## src/rtl/status_packet_tx.sv

```systemverilog
// rtl/status_packet_tx.sv - status packet source leaf for the 8-bit status router tree
module status_packet_tx #(
  parameter int         NUM_PAYLOAD = 4,
  parameter logic [7:0] ADDR        = 8'h00
) (
  input  logic                     rst,
  input  logic                     clk,
  input  logic                     cmd_we,
  input  logic [7:0]               cmd_data,
  input  logic [8*NUM_PAYLOAD-1:0] payload,
  output logic [7:0]               db_out,
  output logic                     rq_out,
  input  logic                     start_in,
  output logic                     busy
);

  localparam logic [1:0] IDLE = 2'd0;
  localparam logic [1:0] REQ  = 2'd1;
  localparam logic [1:0] SEND = 2'd2;

  localparam logic [3:0] LAST_IDX = 4'(NUM_PAYLOAD + 1);

  logic [1:0]               state;
  logic [1:0]               mode;
  logic [5:0]               seq;
  logic                     pending;
  logic [8*NUM_PAYLOAD-1:0] last_sent;
  logic [8*NUM_PAYLOAD-1:0] snap;
  logic [7:0]               tail;
  logic [3:0]               idx;
  logic                     trigger;

  assign trigger = pending || (mode == 2'd2 && payload != last_sent) || (mode == 2'd3);
  assign busy    = pending || (state != IDLE);

  // Outputs decode straight from state so an async reset drops rq_out at once.
  always_comb begin
    db_out = 8'h00;
    rq_out = 1'b0;
    case (state)
      REQ: begin
        db_out = ADDR;
        rq_out = 1'b1;
      end
      SEND: begin
        db_out = (idx == LAST_IDX) ? tail : snap[7:0];
        rq_out = (idx != LAST_IDX);
      end
      default: ;
    endcase
  end

  always_ff @(posedge clk or posedge rst) begin
    if (rst) begin
      state     <= IDLE;
      mode      <= 2'd0;
      seq       <= 6'd0;
      pending   <= 1'b0;
      last_sent <= '0;
      snap      <= '0;
      tail      <= 8'h00;
      idx       <= 4'd0;
    end else begin
      case (state)
        IDLE: begin
          if (trigger) begin
            snap      <= payload;
            last_sent <= payload;
            tail      <= {mode, seq};
            pending   <= 1'b0;
            if (mode == 2'd1) mode <= 2'd0;
            state     <= REQ;
          end
        end
        REQ: begin
          if (start_in) begin
            idx   <= 4'd1;
            state <= SEND;
          end
        end
        SEND: begin
          // Payload bytes leave LSB first out of the low byte of the snapshot.
          snap <= snap >> 8;
          idx  <= idx + 4'd1;
          if (idx == LAST_IDX) begin
            seq   <= seq + 6'd1;
            state <= IDLE;
          end
        end
        default: state <= IDLE;
      endcase
      // Placed last so a software write overrides snapshot and sequence updates.
      if (cmd_we) begin
        mode    <= cmd_data[7:6];
        seq     <= cmd_data[5:0];
        pending <= (cmd_data[7:6] != 2'd0);
      end
    end
  end

endmodule

```

## config.mk

```make
export PLATFORM = sky130hd
export DESIGN_NAME = status_packet_tx
export DESIGN_NICKNAME = d
export VERILOG_FILES = /design/src/rtl/status_packet_tx.sv
export SDC_FILE = /design/constraint.sdc
export NUM_CORES = 1
export LEC_CHECK = 0
export ABC_AREA = 1
export BUFFER_PORTS_ARGS = -buffer_cell sky130_fd_sc_hd__buf_2
export CORE_ASPECT_RATIO = 1.75
export CORE_MARGIN = 4
export CORE_UTILIZATION = 53
export CTS_CLUSTER_DIAMETER = 40
export CTS_CLUSTER_SIZE = 16
export DETAILED_ROUTE_END_ITERATION = 6
export PLACE_DENSITY = 0.76
export SYNTH_ARGS = -nofsm -noshare
export SYNTH_HDL_FRONTEND = slang
export SYNTH_SLANG_ARGS = --single-unit
```

## constraint.sdc

```tcl
create_clock -name clk -period 2.65 [get_ports clk]
set_clock_uncertainty 0.15 [all_clocks]
set_input_delay 0.53 -clock clk [delete_from_list [all_inputs] [get_ports clk]]
set_output_delay 0.53 -clock clk [all_outputs]
set_load 0.01 [all_outputs]
```

==> impl_metrics.ini <==
[status]
run_status = completed

[place]
place_ws_ns = 0.2611
finalWeightedCongestion = 0.8420
portBuffers = 53
placedInstanceArea_um2 = 4991
dp_hpwl_um = 8281

[yosys]
synth_compound_gate_area_share_pct = 4.913
synth.avg_cell_area_um2 = 7.299
netlist_area_um2 = 4686
synth-xor-area-share_pct = 2.617
synth-simple-area-share_pct = 35.65
synth-edff-count = 0
synth_async_sr_flop_share_pct = 100.0
synth.lib_cells_used.distinct = 26
adder_and_majority_gate_portion_of_the_synthesized_area_pct = 1.602
yosys_warnings = 0
synth_top_flop_cell = sky130_fd_sc_hd__dfrtp_1
portion_of_netlist_area_occupied_by_mux_cells_pct = 0
dominant_combinational_cell_family_by_area_after_synthesis = simple AND/OR/NAND/NOR gates
synth-seq-area-share_pct = 46.46
synthesis.nets = 692
post_synth_inst_count = 642
synth-seq-cells = 87

[timing]
finalWorstSetupSlack_ns = 0.2099
timing.setup.tns_ns = 0
final.period_utilization_pct = 92.08
fmax_mhz = 409.8
max_slew_margin_pct = 67.34
fin_hold_ws_ns = 0.2591
timing.final.setup_violations = 0
hold_viol_final = 0
final_period_minus_worst_setup_slack_ns = 2.440
rsz_0062_raised_after_global_routing = false
max_slew.worst_pin.slew_ns = 0.4899
report.final.slew_viol_count = 0

[routing]
routed_wl_um = 11830
avgViaCountPerCell = 5.213
drt_first_iter_violations = 256
drt_first_pass_iters = 5
drcViolationCount = 0
routed-via-count = 4207
drtAntennaViolNets = 0
routedWlPerCell_um = 14.65

[global_route]
maximum_number_of_pins_on_one_net_before_global_route_repair = 56
remaining_overflow_grt = 0
grt_pass1_wl_um = 19500
grt_antenna_before_repair = 1
groute.usage.overall_pct = 23.86
first_global_vias = 4132

[worst_setup_path]
timing.critical_path.required_ns = 1.97
crit_type = reg2out
slowest_stage = sky130_fd_sc_hd__dfrtp_1
worstSetupEndpoint = db_out[6]
crit_chain = inv_1, ha_4, clkinvlp_4, nor2_1, buf_4, nand2_1, nand2_1, buf_2
slowest_delay_ns = 0.40
reg2reg_from = state[0]
reg2reg_depth = 8
r2r_end = snap[31]
crit_path_end_kind = output port
ff_to_ff_setup_slack_ns = 0.44
crit_path_start = state[0]
cp.arrival_ns = 1.76
critical_path.max_fanout = 11
timing.critical_path.mode_cell = sky130_fd_sc_hd__nand2_1
crit_path_start_kind = flip-flop

[die]
die_h_um = 132.4
num_rows = 45
floorplan.initialDensity_pct = 54.04
design.portCount = 54
placeableCoreArea_um2 = 8671
horizontal_die_dimension_um = 79.08
dieArea_um2 = 10470

[clock_network]
cts-htree-levels = 3
cts_max_path_buffers = 2
tritoncts = done
cts.sink_count = 87
tritoncts.num_buffers = 9
clk_pin_slew_ns = 0.06
clock_latency_ns = 0.34
clock_tree_root_driver_cell = sky130_fd_sc_hd__clkbuf_16

[layout]
final.fill_count = 804
drive_above_1_share_pct = 12.77
area.growth.synth_to_final_pct = 13.86
final_design_area_no_fill_um2 = 5335
layout.cells.most_common = sky130_fd_sc_hd__nand2_1
finalCoreUtilization_pct = 61.53
layout_common_cells = 272 x sky130_fd_sc_hd__nand2_1, 87 x sky130_fd_sc_hd__nand3_1, 87 x sky130_fd_sc_hd__dfrtp_1, 54 x sky130_fd_sc_hd__inv_1, 53 x sky130_fd_sc_hd__buf_2
nets = 734

[pwr]
leakage_nw = 2.904
ir_worst_vdd_mv = 0.5786
power.density_nw_per_um2 = 1133

[hold_path]
hold_path_startpoint = cmd_data[4]
hp-class = in2reg

[job]
drv_cap = 0
power breakdown:
group,leakage (nW),internal [mW],total [mW],switching (mW)
Sequential,1.07,1.93,2.32,0.391
Combinational,1.68,0.825,2.40,1.58
Clock,0.156,0.805,1.32,0.517
Total,2.90,3.56,6.05,2.48
worst min path at each step:
stage	to	slack, ns	depth (start not counted)
6_report	seq[4]	0.26	2
5_1_grt	seq[4]	0.26	2
4_1_cts	seq[4]	0.25	2
3_5_place_dp	snap[8]	0.31	2
3_3_place_gp	snap[13]	0.30	2
2_1_floorplan	snap[10]	0.29	2
synthesized netlist by cell type, types with 2 or more instances:
library cell	count	area share [%]
sky130_fd_sc_hd__nand2_1	272	22
sky130_fd_sc_hd__dfrtp_1	87	46
sky130_fd_sc_hd__nand3_1	87	9.3
sky130_fd_sc_hd__inv_1	56	4.5
sky130_fd_sc_hd__nor2_1	29	2.3
sky130_fd_sc_hd__o21ai_0	25	2.7
sky130_fd_sc_hd__clkbuf_1	11	0.88
sky130_fd_sc_hd__xnor2_1	11	2.1
sky130_fd_sc_hd__buf_2	10	1.1
sky130_fd_sc_hd__nand4_1	7	0.93
sky130_fd_sc_hd__a21oi_1	6	0.64
sky130_fd_sc_hd__ha_1	6	1.6
sky130_fd_sc_hd__buf_1	5	0.40
sky130_fd_sc_hd__buf_6	4	0.96
sky130_fd_sc_hd__o211ai_1	4	0.64
sky130_fd_sc_hd__nand2_4	3	0.72
sky130_fd_sc_hd__nor3_1	3	0.32
sky130_fd_sc_hd__xor2_1	3	0.56
sky130_fd_sc_hd__buf_8	2	0.64
sky130_fd_sc_hd__inv_2	2	0.16
sky130_fd_sc_hd__nand2_2	2	0.27
sky130_fd_sc_hd__o22ai_1	2	0.27
sky130_fd_sc_hd__o311ai_0	2	0.37
layout make-up:
class	count	area (µm²)	area share, %
repair buffers	64	362.8	6.801
inverters	58	225.2	4.221
diodes	1	2.502	0.04690
clock inverters	3	40.04	0.7505
clock buffers	13	270.3	5.066
well taps	117	146.4	2.744
flip-flops and latches	87	2177	40.81
multi-input cells	464	2111	39.56
critical path, delay by kind of cell (launching register included):
| kind | cells | cell delay (ns) |
|---|---|---|
| buffers and inverters | 4 | 0.55 |
| flip-flops | 1 | 0.40 |
| AND/OR/NAND/NOR | 3 | 0.23 |
| adder cells (fa/ha/maj) | 1 | 0.24 |
repair_timing:
action / in CTS / in global routing
hold buffers: 1 / 0
pin swaps: 0 / 0
buffers inserted: 1 / 0
gates resized for setup: 1 / 1
setup endpoints to repair: 8 / 4
endpoints found under the hold margin: 8 / 0
metrics by stage:
| stage | power (mW) | std cells |
|---|---|---|
| after global placement | 4.594 | 788 |
| after CTS | 6.052 | 806 |
| after global routing | 6.550 | 807 |
| after detailed placement | 4.711 | 788 |
| final | 6.046 | 807 |
| after floorplan | 4.194 | 642 |
sequential cells by signal, summed over array words and instances (netlist names):
| name | count |
|---|---|
| last_sent | 32 |
| snap | 32 |
| tail | 8 |
| seq | 6 |
| idx | 4 |
| mode | 2 |
| state | 2 |
| pending | 1 |
per-layer routing:
metal	global-route usage, %	vias to the layer above	share of wire (%)
met5	0	-	0
met4	11.38	0	3.7
met3	4.172	28	4.4
met2	41.28	123	53
met1	28.09	1956	38
li1	-	2100	-
logic make-up (layout without fill, tap and decap cells):
logic type / after synthesis / count (layout)
other cells: 0 / 1
buf+inv: 91 / 138
flops: 87 / 87
simple gates: 403 / 403
fa+ha+maj: 6 / 6
xor+xnor: 14 / 14
compound gates: 41 / 41
(Power assumes the default switching activity.)
